$ cat src/rtl/bram_stream_reader_pkg.sv
// Shared types and sizing for the BRAM stream reader.
//   state_t     : transfer FSM states
//   FIFO_DEPTH  : output FIFO entries; also the cap on FIFO occupancy plus reads in flight
//   FIFO_PTR_W  : FIFO pointer width
//   FIFO_CNT_W  : FIFO occupancy counter width (holds 0..FIFO_DEPTH)
package bram_stream_reader_pkg;

  typedef enum logic [1:0] {
    IDLE  = 2'd0,
    ISSUE = 2'd1,
    DRAIN = 2'd2
  } state_t;

  localparam int unsigned FIFO_DEPTH = 4;
  localparam int unsigned FIFO_PTR_W = $clog2(FIFO_DEPTH);
  localparam int unsigned FIFO_CNT_W = $clog2(FIFO_DEPTH + 1);

endpackage

$ cat src/rtl/bram_stream_fifo.sv
// Small synchronous FIFO buffering BRAM read data ahead of the output stream.
// The head entry is presented combinationally (first-word fall-through).
// Ports:
//   clk, rst_n     : clock, asynchronous active-low reset (clears storage, so rd_data = 0)
//   flush          : synchronous clear of pointers and count
//   wr_en, wr_data : push; the writer guarantees the FIFO is never full when pushing
//   rd_en          : pop the head entry (ignored when empty)
//   rd_data        : head entry
//   count, empty   : current occupancy
module bram_stream_fifo
  import bram_stream_reader_pkg::*;
#(
  parameter int unsigned WIDTH = 33
) (
  input  logic                  clk,
  input  logic                  rst_n,
  input  logic                  flush,
  input  logic                  wr_en,
  input  logic [WIDTH-1:0]      wr_data,
  input  logic                  rd_en,
  output logic [WIDTH-1:0]      rd_data,
  output logic [FIFO_CNT_W-1:0] count,
  output logic                  empty
);

  logic [WIDTH-1:0]      mem_q [FIFO_DEPTH];
  logic [FIFO_PTR_W-1:0] wr_ptr_q, rd_ptr_q;
  logic [FIFO_CNT_W-1:0] count_q;
  logic                  do_rd;

  assign do_rd   = rd_en && (count_q != '0);
  assign rd_data = mem_q[rd_ptr_q];
  assign count   = count_q;
  assign empty   = (count_q == '0);

  always_ff @(posedge clk or negedge rst_n) begin
    if (!rst_n) begin
      for (int i = 0; i < int'(FIFO_DEPTH); i++) begin
        mem_q[i] <= '0;
      end
      wr_ptr_q <= '0;
      rd_ptr_q <= '0;
      count_q  <= '0;
    end else if (flush) begin
      wr_ptr_q <= '0;
      rd_ptr_q <= '0;
      count_q  <= '0;
    end else begin
      if (wr_en) begin
        mem_q[wr_ptr_q] <= wr_data;
        wr_ptr_q        <= wr_ptr_q + 1'b1;
      end
      if (do_rd) begin
        rd_ptr_q <= rd_ptr_q + 1'b1;
      end
      count_q <= count_q + FIFO_CNT_W'(wr_en) - FIFO_CNT_W'(do_rd);
    end
  end

endmodule

$ cat src/rtl/bram_stream_reader.sv
// Walks a rectangular window of a 1-cycle-latency BRAM row-major (column inner) and emits
// each word on a valid/ready stream, tolerating arbitrary sink backpressure.
// Optional feature: define BRAM_STREAM_READER_ABORT_EN to add the `abort` input, which
// cancels a running transfer (no done pulse, buffered data discarded).
// Ports:
//   clk, rst_n                 : clock, asynchronous active-low reset
//   start                      : begin a transfer (sampled only when idle)
//   base_row, base_col         : window origin, latched on start
//   rows_m1, cols_m1           : window size minus one, latched on start
//   abort                      : (BRAM_STREAM_READER_ABORT_EN only) cancel transfer
//   busy, done                 : transfer in progress / 1-cycle completion pulse
//   bram_raddr, bram_caddr     : registered BRAM address
//   bram_rdata                 : BRAM read data, valid one cycle after the address
//   m_valid, m_ready, m_data, m_last : output stream
module bram_stream_reader
  import bram_stream_reader_pkg::*;
#(
  parameter int unsigned ROW_ADDR_WIDTH = 8,
  parameter int unsigned COL_ADDR_WIDTH = 8,
  parameter int unsigned DATA_WIDTH     = 32
) (
  input  logic                      clk,
  input  logic                      rst_n,
  input  logic                      start,
  input  logic [ROW_ADDR_WIDTH-1:0] base_row,
  input  logic [COL_ADDR_WIDTH-1:0] base_col,
  input  logic [ROW_ADDR_WIDTH-1:0] rows_m1,
  input  logic [COL_ADDR_WIDTH-1:0] cols_m1,
`ifdef BRAM_STREAM_READER_ABORT_EN
  input  logic                      abort,
`endif
  output logic                      busy,
  output logic                      done,
  output logic [ROW_ADDR_WIDTH-1:0] bram_raddr,
  output logic [COL_ADDR_WIDTH-1:0] bram_caddr,
  input  logic [DATA_WIDTH-1:0]     bram_rdata,
  output logic                      m_valid,
  input  logic                      m_ready,
  output logic [DATA_WIDTH-1:0]     m_data,
  output logic                      m_last
);

  state_t                    state_q, state_d;
  logic [ROW_ADDR_WIDTH-1:0] base_row_q, rows_m1_q, r_q, r_d, raddr_q;
  logic [COL_ADDR_WIDTH-1:0] base_col_q, cols_m1_q, c_q, c_d, caddr_q;
  // In-flight tags: stage 1 = address register holds a read, stage 2 = bram_rdata is valid.
  logic                      v1_q, l1_q, v2_q, l2_q;
  logic                      done_q, done_d;
  logic                      load, issue, last_addr, space, beat_acc, abort_hit;
  logic [FIFO_CNT_W-1:0]     fifo_count, occupancy;
  logic                      fifo_empty, head_last;
  logic [DATA_WIDTH-1:0]     head_data;

`ifdef BRAM_STREAM_READER_ABORT_EN
  assign abort_hit = abort && (state_q != IDLE);
`else
  assign abort_hit = 1'b0;
`endif

  assign last_addr = (r_q == rows_m1_q) && (c_q == cols_m1_q);
  // Count reads already issued so buffered + pending data can never exceed the FIFO.
  assign occupancy = fifo_count + FIFO_CNT_W'(v1_q) + FIFO_CNT_W'(v2_q);
  assign space     = occupancy < FIFO_CNT_W'(FIFO_DEPTH);
  assign beat_acc  = m_valid && m_ready;

  always_comb begin
    state_d = state_q;
    r_d     = r_q;
    c_d     = c_q;
    load    = 1'b0;
    issue   = 1'b0;
    done_d  = 1'b0;
    case (state_q)
      IDLE: begin
        if (start) begin
          state_d = ISSUE;
          load    = 1'b1;
          r_d     = '0;
          c_d     = '0;
        end
      end
      ISSUE: begin
        if (space) begin
          issue = 1'b1;
          if (last_addr) begin
            state_d = DRAIN;
          end else if (c_q == cols_m1_q) begin
            c_d = '0;
            r_d = r_q + 1'b1;
          end else begin
            c_d = c_q + 1'b1;
          end
        end
      end
      DRAIN: begin
        if (beat_acc && m_last) begin
          state_d = IDLE;
          done_d  = 1'b1;
        end
      end
      default: state_d = IDLE;
    endcase
    if (abort_hit) begin
      state_d = IDLE;
      issue   = 1'b0;
      done_d  = 1'b0;
    end
  end

  always_ff @(posedge clk or negedge rst_n) begin
    if (!rst_n) begin
      state_q    <= IDLE;
      base_row_q <= '0;
      base_col_q <= '0;
      rows_m1_q  <= '0;
      cols_m1_q  <= '0;
      r_q        <= '0;
      c_q        <= '0;
      raddr_q    <= '0;
      caddr_q    <= '0;
      v1_q       <= 1'b0;
      l1_q       <= 1'b0;
      v2_q       <= 1'b0;
      l2_q       <= 1'b0;
      done_q     <= 1'b0;
    end else begin
      state_q <= state_d;
      r_q     <= r_d;
      c_q     <= c_d;
      done_q  <= done_d;
      if (load) begin
        base_row_q <= base_row;
        base_col_q <= base_col;
        rows_m1_q  <= rows_m1;
        cols_m1_q  <= cols_m1;
      end
      if (issue) begin
        raddr_q <= base_row_q + r_q;
        caddr_q <= base_col_q + c_q;
      end
      v1_q <= issue;
      l1_q <= issue && last_addr;
      v2_q <= v1_q && !abort_hit;
      l2_q <= l1_q;
    end
  end

  bram_stream_fifo #(
    .WIDTH (DATA_WIDTH + 1)
  ) u_fifo (
    .clk     (clk),
    .rst_n   (rst_n),
    .flush   (abort_hit),
    .wr_en   (v2_q && !abort_hit),
    .wr_data ({l2_q, bram_rdata}),
    .rd_en   (beat_acc),
    .rd_data ({head_last, head_data}),
    .count   (fifo_count),
    .empty   (fifo_empty)
  );

  assign busy       = (state_q != IDLE);
  assign done       = done_q;
  assign bram_raddr = raddr_q;
  assign bram_caddr = caddr_q;
  assign m_valid    = !fifo_empty;
  assign m_data     = head_data;
  assign m_last     = head_last && !fifo_empty;

endmodule
$ cat config.mk
export PLATFORM = sky130hd
export DESIGN_NAME = bram_stream_reader
export DESIGN_NICKNAME = d
export VERILOG_FILES = /design/src/rtl/bram_stream_reader_pkg.sv /design/src/rtl/bram_stream_fifo.sv /design/src/rtl/bram_stream_reader.sv
export SDC_FILE = /design/constraint.sdc
export NUM_CORES = 1
export LEC_CHECK = 0
export ABC_CLOCK_PERIOD_IN_PS = 2400
export CORE_MARGIN = 2
export CORE_UTILIZATION = 27
export CTS_BUF_LIST = sky130_fd_sc_hd__clkbuf_16
export DETAILED_ROUTE_END_ITERATION = 10
export MAX_ROUTING_LAYER = met4
export PLACE_DENSITY = 0.42
export SLEW_MARGIN = 20
export SYNTH_ARGS = -nofsm -noshare
export SYNTH_HDL_FRONTEND = slang
export SYNTH_SLANG_ARGS = --single-unit
export TNS_END_PERCENT = 100
$ cat constraint.sdc
create_clock -name clk -period 2.4 [get_ports clk]
set_input_delay 0.24 -clock clk [delete_from_list [all_inputs] [get_ports clk]]
set_output_delay 0.24 -clock clk [all_outputs]
set_load 0.005 [all_outputs]
Word level (Yosys, flattened, before mapping)
Cells that the tools add are included.
Widths: inputs -> output; s select.
{"block": "word_totals", "regBits": 210, "latchBits": 0, "ram_bits": 0, "rom_bits": 0, "input_bits": 68, "out_inout_bits": 52, "memories": 0}
{"block": "op_classes", "n_addsub": 10, "multipliers": 0, "div_mod_pow": 0, "n_lt_le_gt_ge": 4, "eq_ne": 10, "shift": 0, "mux": 26, "bitwise": 2, "n_reduce_logical": 16}
{"cell": "$bwmux 132", "n": 1}
{"cell": "$mux 33", "n": 3}
{"cell": "$bmux 33 s2", "n": 1}
{"cell": "$demux 33 s2", "n": 1}
{"cell": "$mux 8", "n": 7}
{"cell": "$pmux 8 s2", "n": 2}
{"cell": "$add 8x1->8 const B", "n": 2}
{"cell": "$add 8x8->8", "n": 2}
{"cell": "$eq 8x8->1", "n": 2}
{"cell": "$ne 2x2->1 const B", "n": 6}
{"cell": "$add 3x1->3", "n": 3}
{"cell": "$mux 2", "n": 4}
{"cell": "$reduce_and 4->1", "n": 2}
{"cell": "$logic_and 1x1->1", "n": 7}
{"cell": "$ge 3x3->1 const B", "n": 2}
{"cell": "$mux 1", "n": 6}
{"cell": "$not 2->3", "n": 2}
{"cell": "$pmux 2 s3", "n": 1}
{"cell": "$reduce_and 5->1", "n": 1}
{"cell": "$add 2x1->2 const B", "n": 2}
{"cell": "$reduce_bool 2->1", "n": 2}
{"cell": "$logic_not 3->1", "n": 1}
{"cell": "$lt 3x1->1 const B", "n": 1}
{"cell": "$lt 3x3->1 const B", "n": 1}
{"cell": "6 further kinds", "n": 6}

Longest topological paths before layout
Gate-level depths: netlist of run 1.
{"block": "depth", "depth_word": 8, "ltp_mapped": 8, "ltp_nobuf": 8}

Modules after synthesis
From an unflattened synthesis of run 1, not the netlist that was laid out.
{"block": "unflattened", "cells_unflattened": 783, "area_unflattened_um2": 10080.9}
{"module": "bram_stream_fifo", "n_inst": 1, "cells_each": 359, "area_per_inst_um2": 6219.7}
{"module": "bram_stream_reader", "n_inst": 1, "cells_each": 424, "area_per_inst_um2": 3861.2}

Worst setup path after synthesis of run 1
OpenSTA, ideal clock, no wires.
{"block": "synth_timing", "kind": "flip-flop to flip-flop", "start": "register u_fifo.count_q[1], in the netlist u_fifo.count[1]", "end": "register u_fifo.count_q[2], in the netlist u_fifo.count[2]", "setup_ps": 123, "t_arrival_ps": 2085, "t_required_ps": 2277, "slack_ps": 193, "stages_incl_launch_ff": 9, "path_buffers": 1, "cell_sequence": "dfrtp_1 or3_1 and2_1 clkbuf_1 ha_1 inv_1 ha_1 fa_1 xnor2_1"}
{"block": "synth_via", "elab_chain_len": 5, "word_cells_on_any_way": 7, "classes_between": "add/sub (2); reduce/logical (5)"}
{"item": "start, declared", "line": "bram_stream_fifo.sv:28", "text": "logic [FIFO_CNT_W-1:0] count_q;"}
{"item": "start signal, assigned", "line": "bram_stream_fifo.sv:56", "text": "count_q <= count_q + FIFO_CNT_W'(wr_en) - FIFO_CNT_W'(do_rd);"}
{"item": "$logic_not 3->1", "line": "bram_stream_fifo.sv:34", "text": "assign empty = (count_q == '0);"}
{"item": "$logic_not 1->1", "line": "bram_stream_reader.sv:166", "text": "assign m_valid = !fifo_empty;"}
{"item": "net m_valid", "line": "bram_stream_reader.sv:37", "text": "output logic m_valid,"}
{"item": "$logic_and 1x1->1", "line": "bram_stream_reader.sv:64", "text": "assign beat_acc = m_valid && m_ready;"}
{"item": "$logic_and 1x1->1", "line": "bram_stream_fifo.sv:31", "text": "assign do_rd = rd_en && (count_q != '0);"}
{"item": "net u_fifo.do_rd", "line": "bram_stream_fifo.sv:29", "text": "logic do_rd;"}
{"item": "$sub 3x1->3", "line": "bram_stream_fifo.sv:56"}
The timed path passes the listed nets, and every way through them passes these cells.
A chain may end at the register's enable or synchronous reset.

Worst setup path after layout of run 1
{"block": "layout_timing", "start": "register u_fifo.rd_ptr_q[0]", "end": "output m_data[20]"}
{"block": "layout_via", "elab_chain_len": 4}
{"item": "start, declared", "line": "bram_stream_fifo.sv:27", "text": "logic [FIFO_PTR_W-1:0] wr_ptr_q, rd_ptr_q;"}
{"item": "start signal, assigned", "line": "bram_stream_fifo.sv:54", "text": "rd_ptr_q <= rd_ptr_q + 1'b1;"}
{"item": "$not 2->3 (implied by the code)", "line": "bram_stream_fifo.sv:32", "text": "assign rd_data = mem_q[rd_ptr_q];"}
{"item": "$bmux 33 s2", "line": "bram_stream_fifo.sv:32"}
{"item": "$mux 33 (implied by the code) (2 in a row)", "line": "bram_stream_fifo.sv:32"}
{"item": "end, declared", "line": "bram_stream_reader.sv:39", "text": "output logic [DATA_WIDTH-1:0] m_data,"}
No other way between the ends. The select of a mux whose other input is x is not followed.

==> impl_metrics.py, run 1 <==
metrics = {
    "outcome": {
        "status": "complete, but fails checks",
        "violations": "design-rule violations",
    },
    "route": {
        "drc": 8,
        "drtIter0Drc": 239,
        "vias": 6270,
        "wire_per_inst_um": 16.98,
        "ant_nets": 0,
        "via_per_inst": 4.501,
        "wirelength_mm": 23.65,
        "drt_pass1_iterations": 7,
    },
    "setup_path": {
        "cp.arrival_ns": 2.08,
        "worst-path-max-fanout": 4,
        "timing.rr.end": "u_fifo.count[2]",
        "r2r_cells": 7,
        "worst_setup_path_start_kind": "flop",
        "critical_path_class": "reg -> out",
        "cp.required_ns": 2.16,
        "r2r_slack_ns": 0.18,
        "r2r-start": "u_fifo.count[1]",
        "end_kind": "primary output",
    },
    "placement": {
        "placed_cell_area_um2": 11630,
        "portBuffers": 119,
        "dpl.hpwl_mm": 15.09,
        "gp_congestion": 0.7290,
    },
    "synth": {
        "async_flop_share_pct": 100.0,
        "syn-instance-count": 769,
        "syn_area_per_cell_um2": 12.72,
        "ys_ff_latch": 210,
        "synth_ff_type": "dfrtp_1",
        "ys_types": 54,
        "synth-edff-count": 0,
        "synthDominantCellAreaShare_pct": 53.71,
        "synth_area_leaders": "dfrtp_1, mux2_2, mux4_2, nand2_1, ha_1",
        "yosys.area.top_type": "dfrtp_1",
        "netlist_top_cells_count": "dfrtp_1, nand2_1, mux2_2, mux4_2, ha_1",
        "seq_area_frac_synth_pct": 53.71,
        "netlist_area_um2": 9784,
        "yosysWarnings": 0,
        "yosysMostFrequentCell": "dfrtp_1",
        "synthesis.nets": 863,
    },
    "timing": {
        "worst_pin_slew_ns": 0.6758,
        "finalSetupViolCount": 0,
        "relSlewSlack_pct": 54.95,
        "fmax_mhz": 431.5,
        "fin_hold_ws_ns": 0.2298,
        "period_share_pct": 96.55,
        "rsz0062_at_grt": "false",
        "finalClockSkew_ns": 0.01491,
        "finalSetupTns_ns": 0,
        "hold_viol": 0,
        "min_period_ns": 2.317,
        "drv_slew": 0,
    },
    "die": {
        "ios": 120,
        "rows": 69,
        "core_area_um2": 35660,
        "initial_core_util_pct": 27.44,
        "die_area_um2": 37780,
        "die_w_um": 194.4,
        "die_h_um": 194.4,
    },
    "min_path": {
        "hp-start": "cols_m1[7]",
        "hold_depth": 3,
        "hold_path_end": "cols_m1_q[7]",
        "min_path_type": "in -> reg",
    },
    "finish": {
        "layout.nets": 1005,
        "final_layout_size_suffix_gt1_share_pct": 26.39,
        "n_antenna_cell": 0,
        "syn2layout_area_growth_pct": 29.71,
        "final_area_um2": 12690,
        "top_register": "u_fifo.mem_q",
        "largest_reg_flops": 132,
    },
    "run": {
        "maxCapViolCount": 0,
    },
    "clocking": {
        "clock_tree.root_cell": "clkbuf_16",
        "cts_buffers": 27,
        "cts_tree": "built",
        "clk_latency_ns": 0.54,
        "clock-sinks": 210,
        "h-tree-depth": 1,
        "clk_pin_slew_ns": 0.06,
        "clockBufferDepth": 3,
    },
    "global_route": {
        "antenna_found_initial": 0,
        "grt_pass1_vias": 6729,
        "grt_pass1_wl_mm": 38.91,
        "grt.total_usage_pct": 13.26,
        "overflow": 0,
        "grt_max_degree": 75,
    },
    "pwr": {
        "ir_worst_vdd_uv": 451.9,
        "p_per_area_nw_per_um2": 808.6,
        "cellLeakagePower_nw": 5.562,
    },
}
## kinds of logic after synthesis
kind of cell	synth area share (%)
flops	53.71
simple gates	8.837
mux	22.99
compound gates	5.230
buf+inv	2.570
xor+xnor	3.107
fa+ha+maj	3.555
## worst max-delay path, cell delays in order (launching register included)
cell,delay [ns]
dfrtp_2,0.38
buf_6,0.14
buf_16,0.13
buf_6,0.12
mux4_2,0.50
dlygate4sd2_1,0.28
## repair_timing
action	4_1_cts	5_1_grt
gates cloned	3	0
endpoints found under the setup margin	33	15
resized for setup	42	1
pin swaps	0	0
hold buffers	1	0
hold endpoints to repair	69	0
buffers inserted	4	3
## metrics by stage
stage | instances | total power [mW] | setup slack [ns] | util, %
after floorplan | 769 | 4.916 | 0.1929 | -
after global placement | 1332 | 6.083 | 0.1592 | 32.63
after detailed placement | 1332 | 6.080 | 0.08780 | 32.63
after CTS | 1390 | 10.39 | 0.0004452 | 35.45
after global routing | 1393 | 10.78 | 0.002650 | 35.59
final | 1393 | 10.26 | 0.08269 | 35.59
## where the power goes
part	leakage, nW	internal (mW)	total (mW)	switching, mW
Combinational	2.55	1.40	2.33	0.925
Sequential	2.54	3.70	3.81	0.105
Clock	0.468	2.57	4.13	1.56
## metal layers
layer | share of wire [%] | vias to the layer above | track usage [%]
li1 | - | 3015 | -
met1 | 47 | 3112 | 17.66
met2 | 47 | 110 | 21.41
met3 | 3.9 | 33 | 1.995
met4 | 1.9 | 0 | 3.020
met5 | 0 | - | -
## placed cells by master (no fill, tap or decap), types with 2 or more instances in the layout
cell,n
nor2b_1,4
fa_1,3
clkdlybuf4s50_1,85
buf_12,9
nor3_1,7
and3_1,4
buf_6,2
a21oi_1,14
clkbuf_16,27
o211ai_1,3
and2_1,6
mux2_2,132
nand2_1,139
mux4_2,33
xnor2_1,21
buf_16,3
nand4_1,5
o31ai_1,2
inv_1,27
dfrtp_1,209
nor2_1,12
ha_1,23
o41ai_1,2
o21ai_0,16
o22ai_1,5
nand3_1,10
bufinv_16,5
mux2i_1,2
a22oi_1,5
a21o_1,6
xor2_1,10
xnor2_2,2
clkdlybuf4s15_1,2
a211oi_1,6
o21a_1,3
buf_4,17
o21ai_1,4
dlygate4sd2_1,31
clkinv_1,6
## layout make-up
cell class	instances	area [um^2]
Clock buffer	27	675.6
Multi-Input combinational cell	500	4280
Sequential cell	210	5256
Fill cell	3525	22960
Inverter	20	75.07
Tap cell	461	576.8
Clock inverter	23	232.7
Timing Repair Buffer	152	1594
## worst max path at each step
stage                       start               to  slack [ns]  depth (start not counted)
3_5_place_dp      u_fifo.count[0]           r_q[1]        0.09                          7
4_1_cts        u_fifo.rd_ptr_q[0]       m_data[20]      0.0004                          5
2_1_floorplan     u_fifo.count[1]  u_fifo.count[2]        0.19                          8
6_report       u_fifo.rd_ptr_q[0]       m_data[20]        0.08                          5
5_1_grt        u_fifo.rd_ptr_q[0]       m_data[20]       0.003                          5
3_3_place_gp      u_fifo.count[0]           r_q[1]        0.16                          7
No activity file was read; power rests on OpenSTA's default activity.
==> run 2: changes to the inputs <==
Settings changed: DONT_BUFFER_PORTS set to 1, PLACE_DENSITY 0.42 to 0.37, SYNTH_HIERARCHICAL set to 1.
==> run 2 against run 1 <==
Net effect:
- the flow finishes with violations (negative hold slack)
- die area up 3.0%
- flip-flop and latch count stayed put
- wire length increased by 4.9%
- power grew 49%
- sequential power rose by 61%
- synthesized area grew 3.0%
- clock skew down 0.0047 ns
- non-clock buffer count decreased by 59
- critical path type is now reg -> reg
- largest power group is now registers
- highest routed layer unchanged
==> impl_metrics.py, run 2 <==
metrics = {
    "synth": {
        "ys_types": 60,
        "netlist_top_cells_count": "dfrtp_1, nand2_1, mux2_2, mux4_2",
        "synth_area_leaders": "dfrtp_1, mux2_2, mux4_2, nand2_1, ha_1",
        "synth_ff_type": "dfrtp_1",
        "yosysWarnings": 6,
        "ys_ff_latch": 210,
        "seq_area_frac_synth_pct": 52.13,
        "async_flop_share_pct": 100.0,
        "syn-instance-count": 783,
        "yosysMostFrequentCell": "dfrtp_1",
        "synthDominantCellAreaShare_pct": 52.13,
        "yosys.area.top_type": "dfrtp_1",
        "netlist_area_um2": 10080,
        "synth-edff-count": 0,
        "syn_area_per_cell_um2": 12.87,
    },
    "setup_path": {
        "timing.rr.end": "u_fifo/count[2]",
        "r2r_slack_ns": 0.19,
        "cpLargestDelayFamily": "adder cells",
        "r2r-start": "u_fifo/count[2]",
        "crit_chain": "nor3_1 > nor2b_1 > o31a_1 > ha_1 > inv_1 > ha_1 > inv_1 > fa_1 > xnor3_1 > nor2_1",
        "slowest_stage": "dfrtp_1",
        "end_kind": "flop",
        "critical_path_class": "reg -> reg",
        "cp.arrival_ns": 2.63,
        "max_stage_delay_ns": 0.51,
        "cp.required_ns": 2.82,
        "worst-path-max-fanout": 9,
        "r2r_cells": 10,
        "worst_setup_path_start_kind": "flop",
        "critical_path_buf_inv_count": 2,
    },
    "clocking": {
        "cts_buffers": 25,
        "cts_tree": "built",
        "clock-sinks": 210,
        "clk_latency_ns": 0.52,
        "ctsHoldBuffers": 64,
        "clockBufferDepth": 3,
        "clock_tree.root_cell": "clkbuf_16",
        "clk_pin_slew_ns": 0.06,
        "h-tree-depth": 1,
    },
    "timing": {
        "rsz0062_at_grt": "false",
        "fmax_mhz": 453.0,
        "drv_slew": 0,
        "finalSetupViolCount": 0,
        "fin_hold_ws_ns": -0.5909,
        "finalSetupTns_ns": 0,
        "min_period_ns": 2.207,
        "finalClockSkew_ns": 0.01019,
        "relSlewSlack_pct": 62.00,
        "worst_pin_slew_ns": 0.5556,
        "hold_viol": 210,
        "period_share_pct": 91.98,
    },
    "route": {
        "drtIter0Drc": 186,
        "via_per_inst": 4.688,
        "drc": 0,
        "wire_per_inst_um": 18.35,
        "wirelength_mm": 24.80,
        "vias": 6334,
        "ant_nets": 0,
        "drt_pass1_iterations": 4,
    },
    "finish": {
        "syn2layout_area_growth_pct": 20.44,
        "layout_commonest_cell": "dfrtp_1",
        "layout.nets": 959,
        "layout_common_cells": "dfrtp_1, nand2_1, mux2_2",
        "n_antenna_cell": 0,
        "final_layout_size_suffix_gt1_share_pct": 27.75,
        "largest_reg_flops": 132,
        "fillerInstances": 3588,
        "fin_util_pct": 33.09,
        "fin_cells": 1351,
        "seqCellArea_um2": 5260,
        "multiInputGateArea_um2": 4506,
        "top_register": "u_fifo/mem_q",
    },
    "global_route": {
        "grt_max_degree": 211,
        "grt.total_usage_pct": 13.41,
        "grt_pass1_vias": 6891,
        "overflow": 0,
        "antenna_found_initial": 1,
        "grt_pass1_wl_mm": 39.53,
    },
    "pwr": {
        "swShare_pct": 32.50,
        "power_switching_mw": 4.967,
        "p_int_mw": 10.32,
        "pwr-share-seq_pct": 40.1,
        "pwr-share-clk_pct": 24.9,
        "cellLeakagePower_nw": 5.342,
        "p_per_area_nw_per_um2": 1259,
        "ir_worst_vdd_uv": 520.0,
        "p_total_mw": 15.28,
        "comb_power_share_pct": 35.0,
    },
    "outcome": {
        "violations": "negative hold slack",
        "status": "complete, but fails checks",
    },
    "die": {
        "ios": 120,
        "die_w_um": 197.2,
        "die_h_um": 197.2,
        "die_area_um2": 38900,
        "core_area_um2": 36700,
        "initial_core_util_pct": 27.47,
        "rows": 70,
    },
    "placement": {
        "gp_congestion": 0.7579,
        "dpl.hpwl_mm": 16.27,
        "dp.cells": 1238,
        "portBuffers": 0,
    },
    "run": {
        "maxCapViolCount": 0,
    },
    "min_path": {
        "min_path_type": "in -> async",
    },
}
-- run 2: what timing repair did --
item | 4_1_cts | 5_1_grt
endpoints found under the hold margin | 370 | 210
setup endpoints to repair | 23 | 2
gates resized for setup | 1 | 2
buffers inserted | 0 | 4
-- run 2: layer usage --
metal	wire (um)	GRT usage [%]
met2	12310	22.64
met1	10450	16.23
met4	528	3.453
met5	0	-
met3	1501	3.022
-- run 2: worst max path at each step --
stage / startpoint / to / slack [ns] / cells after the start
6_report: u_fifo/count[2] / u_fifo/count[2] / 0.19 / 10
5_1_grt: u_fifo/count[2] / u_fifo/count[2] / 0.02 / 10
4_1_cts: u_fifo/rd_ptr_q[0] / m_data[0] / 0.002 / 2
3_5_place_dp: r_q[1] / bram_raddr[7] / 0.13 / 6
3_3_place_gp: u_fifo/count[0] / bram_raddr[7] / 0.19 / 6
2_1_floorplan: u_fifo/count[1] / u_fifo/count[2] / 0.29 / 10
-- run 2: kinds of logic after synthesis --
group / after synthesis / share of synthesized area [%]
AOI/OAI and AO/OA: 73 / 5.101
xor gates and xnor gates: 30 / 2.743
adders and majority gates: 26 / 3.450
buffers and inverters: 62 / 3.351
DFF: 210 / 52.13
muxes: 172 / 23.36
other: 1 / 0.03720
and+or+nand+nor: 209 / 9.830
-- run 2: power by group through the flow --
stage / logic, mW / registers, mW / clock network [mW]
3_3_place_gp: 5.14 / 6.14 / 0
4_1_cts: 5.43 / 6.21 / 3.99
2_1_floorplan: 4.26 / 5.80 / 0
6_report: 5.35 / 6.14 / 3.80
5_1_grt: 5.96 / 6.38 / 4.13
3_5_place_dp: 5.29 / 6.27 / 0
-- run 2: area by class of cell --
class / count / share of cell area, %
Multi-Input combinational cell: 514 / 37.11
Timing Repair Buffer: 93 / 7.378
Inverter: 21 / 0.6492
Tap cell: 468 / 4.823
Clock inverter: 20 / 1.566
Sequential cell: 210 / 43.32
Clock buffer: 25 / 5.153
-- run 2: per-stage QoR --
stage | setup slack, ns | instance area [um^2]
floorplan | 0.2873 | 10090
global placement | 0.1942 | 10650
detailed placement | 0.1270 | 10650
CTS | 0.001832 | 12110
global route | 0.01800 | 12140
finish | 0.1926 | 12140
==> run 3: changes to the inputs <==
Settings changed: ABC_CLOCK_PERIOD_IN_PS 2400 to 2450, MAX_ROUTING_LAYER met4 to unset, SETUP_SLACK_MARGIN set to 0.4.
Clock period 2.4 ns to 2.45 ns, I/O delays scaled along.
==> run 3 against run 2 <==
Net effect:
- register-to-register slack better by 0.19 ns
- count of clock-buffer cells in the layout unchanged
- clock skew decreased by 0.0012 ns
- the run still ends with negative hold slack left
- combinational power is 15% higher
- sequential power shrank 0.8%
- critical endpoint is now m_data[21]
- first-iteration DRC count up 11%
- worst hold slack got worse by 0.0063 ns
- sequential share of layout area is 1.3 points lower
- non-clock buffer count is 22 higher
- cell area rose by 3.4%
- via count is 3.0% higher
==> impl_metrics.py, run 3 (synthesis results as in run 2) <==
metrics = {
    "clocking": {
        "clockBufferDepth": 3,
        "clock_tree.root_cell": "clkbuf_16",
        "cts_buffers": 25,
        "clk_latency_ns": 0.54,
        "h-tree-depth": 1,
        "clock-sinks": 210,
        "cts_tree": "built",
        "clk_pin_slew_ns": 0.06,
        "ctsHoldBuffers": 64,
    },
    "setup_path": {
        "end_kind": "primary output",
        "worst_setup_path_start_kind": "flop",
        "cp.required_ns": 2.20,
        "r2r_cells": 9,
        "cp.depth": 2,
        "cp.arrival_ns": 1.84,
        "r2r-start": "u_fifo/count[1]",
        "cpLargestDelayFamily": "flip-flops",
        "slowest_stage": "dfrtp_4",
        "critical_path_class": "reg -> out",
        "critical_path_buf_inv_count": 1,
        "timing.rr.end": "u_fifo/count[2]",
        "crit_chain": "buf_12 > mux4_2",
        "max_stage_delay_ns": 0.56,
        "crit_start": "u_fifo/rd_ptr_q[0]",
        "r2r_slack_ns": 0.38,
        "worst-path-max-fanout": 8,
        "crit_end": "m_data[21]",
    },
    "die": {
        "ios": 120,
        "die_w_um": 197.2,
        "rows": 70,
        "die_h_um": 197.2,
        "die_area_um2": 38900,
        "initial_core_util_pct": 27.47,
        "core_area_um2": 36700,
    },
    "route": {
        "drt_pass1_iterations": 4,
        "drc": 0,
        "vias": 6523,
        "wire_per_inst_um": 19.24,
        "ant_nets": 0,
        "via_per_inst": 4.754,
        "drtIter0Drc": 207,
        "wirelength_mm": 26.40,
    },
    "global_route": {
        "grt_max_degree": 211,
        "overflow": 0,
        "grt_pass1_vias": 7049,
        "grt_pass1_wl_mm": 40.17,
        "antenna_found_initial": 0,
        "grt.total_usage_pct": 13.32,
    },
    "timing": {
        "fmax_mhz": 479.4,
        "period_share_pct": 85.13,
        "finalClockSkew_ns": 0.009029,
        "fin_hold_ws_ns": -0.5972,
        "finalSetupViolCount": 0,
        "final.setup.worst_slack_ns": 0.3642,
        "rsz0062_at_grt": "true",
        "finalSetupTns_ns": 0,
        "drv_slew": 0,
        "min_period_ns": 2.086,
        "hold_viol": 210,
    },
    "placement": {
        "portBuffers": 0,
        "dpl.hpwl_mm": 16.83,
        "gp_congestion": 0.7804,
        "dp_slack_ns": 0.1894,
    },
    "pwr": {
        "p_total_mw": 15.54,
        "cellLeakagePower_nw": 5.490,
        "p_per_area_nw_per_um2": 1238,
        "ir_worst_vdd_uv": 636.7,
    },
    "finish": {
        "multiInputGateArea_um2": 4690,
        "fillerInstances": 3621,
        "layout_common_cells": "dfrtp_1, nand2_1, mux2_2",
        "largest_reg_flops": 132,
        "top_register": "u_fifo/mem_q",
        "final_layout_size_suffix_gt1_share_pct": 34.18,
        "n_antenna_cell": 0,
        "seqCellArea_um2": 5275,
        "syn2layout_area_growth_pct": 24.56,
        "layout_commonest_cell": "dfrtp_1",
        "layout.nets": 981,
    },
    "outcome": {
        "violations": "negative hold slack",
        "status": "complete, but fails checks",
    },
    "min_path": {
        "min_path_type": "in -> async",
    },
    "run": {
        "maxCapViolCount": 0,
    },
}
[run 3: cell types whose count changed in the layout (fill, tap and decap cells not counted), sizes merged]
cell      delta
buf         +19
bufinv       -4
clkbuf       +3
inv          +2
clkinvlp     +1
[run 3: repair_timing]
action	CTS	global route
pin swaps	4	13
gates cloned	0	5
endpoints found under the setup margin	65	66
endpoints found under the hold margin	370	210
buffers inserted	14	6
resized for setup	39	47
[run 3: worst min-delay path by stage]
stage	start	endpoint
after floorplan	rst_n	base_col_q[0]
after global placement	rst_n	u_fifo/mem_q[73]
after detailed placement	rst_n	u_fifo/mem_q[109]
after CTS	rst_n	u_fifo/mem_q[3]
after global routing	rst_n	u_fifo/mem_q[76]
final	rst_n	u_fifo/mem_q[109]
[run 3: area by class of cell]
type / count / area share (%)
repair buffers: 115 / 9.556
well taps: 468 / 4.663
inverters: 21 / 0.6576
clock inverters: 19 / 0.7872
flip-flops and latches: 210 / 42.01
multi-input cells: 514 / 37.35
clock buffers: 25 / 4.982
[run 3: worst register-to-register path, stage by stage (launching register included)]
cell and delay [ns]:
dfrtp_1 0.42, buf_6 0.16, o31a_1 0.27, ha_1 0.28
inv_1 0.06, ha_2 0.16, inv_2 0.04, fa_2 0.33
xnor3_1 0.21, nor2_1 0.04
[run 3: metal layers]
layer	GRT usage (%)	wire length (um)
met5	0	0
met4	3.314	567
met3	3.022	1249
met2	24.01	13610
met1	16.01	10970
[run 3: through the flow]
step | instances | instance area [um^2] | hold slack, ns | utilization, %
after global routing | 1372 | 12560 | -0.6423 | 34.22
after CTS | 1361 | 12240 | -0.6314 | 33.36
after detailed placement | 1239 | 10650 | -0.04423 | 29.01
after global placement | 1239 | 10650 | -0.04515 | 29.01
final | 1372 | 12560 | -0.5972 | 34.22
after floorplan | 786 | 10100 | -0.05059 | -
[run 3: where the power goes]
group          internal [mW]  switching, mW  leakage, nW
registers               5.03           1.07         2.60
clock network           1.85           1.48        0.375
logic                   3.34           2.78         2.51
==> RTL change, RTL diff (settings of run 2) <==
Set the parameter `COL_ADDR_WIDTH` to 6 (it was 8).
--- a/src/rtl/bram_stream_reader.sv
+++ b/src/rtl/bram_stream_reader.sv
@@ -18,3 +18,3 @@
   parameter int unsigned ROW_ADDR_WIDTH = 8,
-  parameter int unsigned COL_ADDR_WIDTH = 8,
+  parameter int unsigned COL_ADDR_WIDTH = 6,
   parameter int unsigned DATA_WIDTH     = 32
Interface: changed (resized base_col, bram_caddr and cols_m1); port bits go from 120 to 114. No check against the original RTL was run, so the function may have changed too.
==> RTL change against run 2 <==
The run still ends with hold timing left; wire length decreased by 8.3%; fmax is 3.7% lower; critical path depth fell by 3; area after synthesis is 5.8% lower; design area is 5.4% lower; sequential cell count down 8; sequential share of layout area grew 0.71 points; worst setup slack worse by 0.085 ns; critical path type unchanged; largest cell class unchanged.
Power is not compared: it rests on default switching activity, and its combinational part moved more than twofold at a synthesized area within 25%.
==> RTL change: results (changes against run 2) <==
cell count after placement 1,151 (-7.0%); maximum fanout along the worst path 10 (+1); Yosys cell types 59 (-1.7%); Final Hold Slack -0.577 ns (+0.0135 ns); fill count 3,441 (-4.1%); largest net degree at the start of global routing 203 (-3.8%); final net count 871 (-9.2%); fraction of layout cells with a size suffix above 1 28.0% (+0.25 points); Setup WS pre-CTS 0.0608 ns (-0.0662 ns); hold-fix buffers at CTS 60 (-6.3%); clock skew 0.0111 ns (+0.000935 ns); violated checks hold timing; Worst EP arrival 2.70 ns (+0.07 ns); commonest cells in the netlist dfrtp_1 (202), mux2_2 (124), nand2_1 (112); synthesized area per cell 13.4 um^2 (+3.7%); gr usage total 13.1% (-0.33 points); GPL Wtd Cong 0.816 (+7.7%); final WL 22.7 mm (-8.3%); slowest cell on the critical path a221o_2; routed len/inst 18.1 um (-1.3%); final hold vios 202 (-3.8%); placement-stage cell area 10,100 um^2 (-5.4%); vias in the first global route 6,508 (-5.6%); status finished with violations; Synth area leaders dfrtp_1 (53%), mux2_2 (15%), mux4_2 (6.9%), nand2_1 (4.4%), ha_1 (2.8%)
[RTL change: cell count changes after synthesis, sizes merged, moves of 5 or more]
cell    change
nand2      -20
xnor2      -11
buf         -9
a21oi       -8
dfrtp       -8
inv         -8
xor2        +7
nand4       -6
nor3        -6
a21boi      -5
[RTL change: final cells by class]
type                       instances  area [um^2]  area share, %
tap                              455          569           4.96
clock buffer                      25          626           5.45
multi-input combinational        464         4190           36.5
timing repair buffer              76          808           7.04
sequential                       202         5060           44.0
clock inverter                    19          184           1.60
inverter                          14         53.8          0.468
[RTL change: path summary, 6_finish.rpt]
kind	to	from	slack [ns]	cells after the start
hold reg to reg	l2_q$_DFF_PN0_	l1_q$_DFF_PN0_	0.36	0
setup / recovery	r_q[4]$_DFFE_PN0P_	u_fifo/count[0]$_DFF_PN0_	0.11	7
max in group asynchronous	u_fifo/mem_q[91]$_DFFE_PN0P_	rst_n	2.74	0
min in group clk	done$_DFF_PN0_	m_ready	0.06	3
hold / removal	u_fifo/mem_q[109]$_DFFE_PN0P_	rst_n	-0.58	0
setup reg to reg	r_q[4]$_DFFE_PN0P_	u_fifo/count[0]$_DFF_PN0_	0.11	7
[RTL change: worst max-delay path, delay by kind of cell (launching register included)]
kind	cells	cell delay, ns
simple gates	2	0.49
fa+ha+maj	1	0.30
buf+inv	1	0.14
compound gates	3	0.84
flops	1	0.41
[RTL change: routing by layer]
layer	track usage [%]	vias to the layer above	wire, um
met1	16.3	3018	10000
met3	2.29	39	1030
met4	3.64	0	596
met2	21.9	135	11100
met5	-	-	0
li1	-	2688	-
[RTL change: stage by stage]
| step | hold WS [ns] | util [%] |
|---|---|---|
| floorplan | -0.0556 | - |
| finish | -0.577 | 33.2 |
| global route | -0.620 | 33.2 |
| CTS | -0.619 | 33.2 |
| detailed placement | -0.0466 | 29.2 |
| global placement | -0.0461 | 29.2 |
[RTL change: cell families (layout without fill, tap and decap cells)]
group	Yosys count	count (layout)	share of synthesized area (%)
buffers and inverters	48	134	2.78
AND/OR/NAND/NOR	174	174	8.47
other	1	4	0.0395
flip-flops	202	202	53.2
XOR/XNOR	26	26	2.54
multiplexers	171	171	24.7
AO/OA/AOI/OAI	65	65	4.81
adder cells (fa/ha/maj)	24	24	3.40
[RTL change: where the power goes]
group	switching (mW)	total (mW)	leakage, nW	internal (mW)
Sequential	0.0000000000000245	3.41	2.79	3.41
Clock	1.43	3.73	0.418	2.30
Combinational	0.0391	0.110	2.44	0.0714
[RTL change: repair_timing]
action	in CTS	in global routing
hold endpoints to repair	358	202
gates resized for setup	0	1
endpoints found under the setup margin	0	5
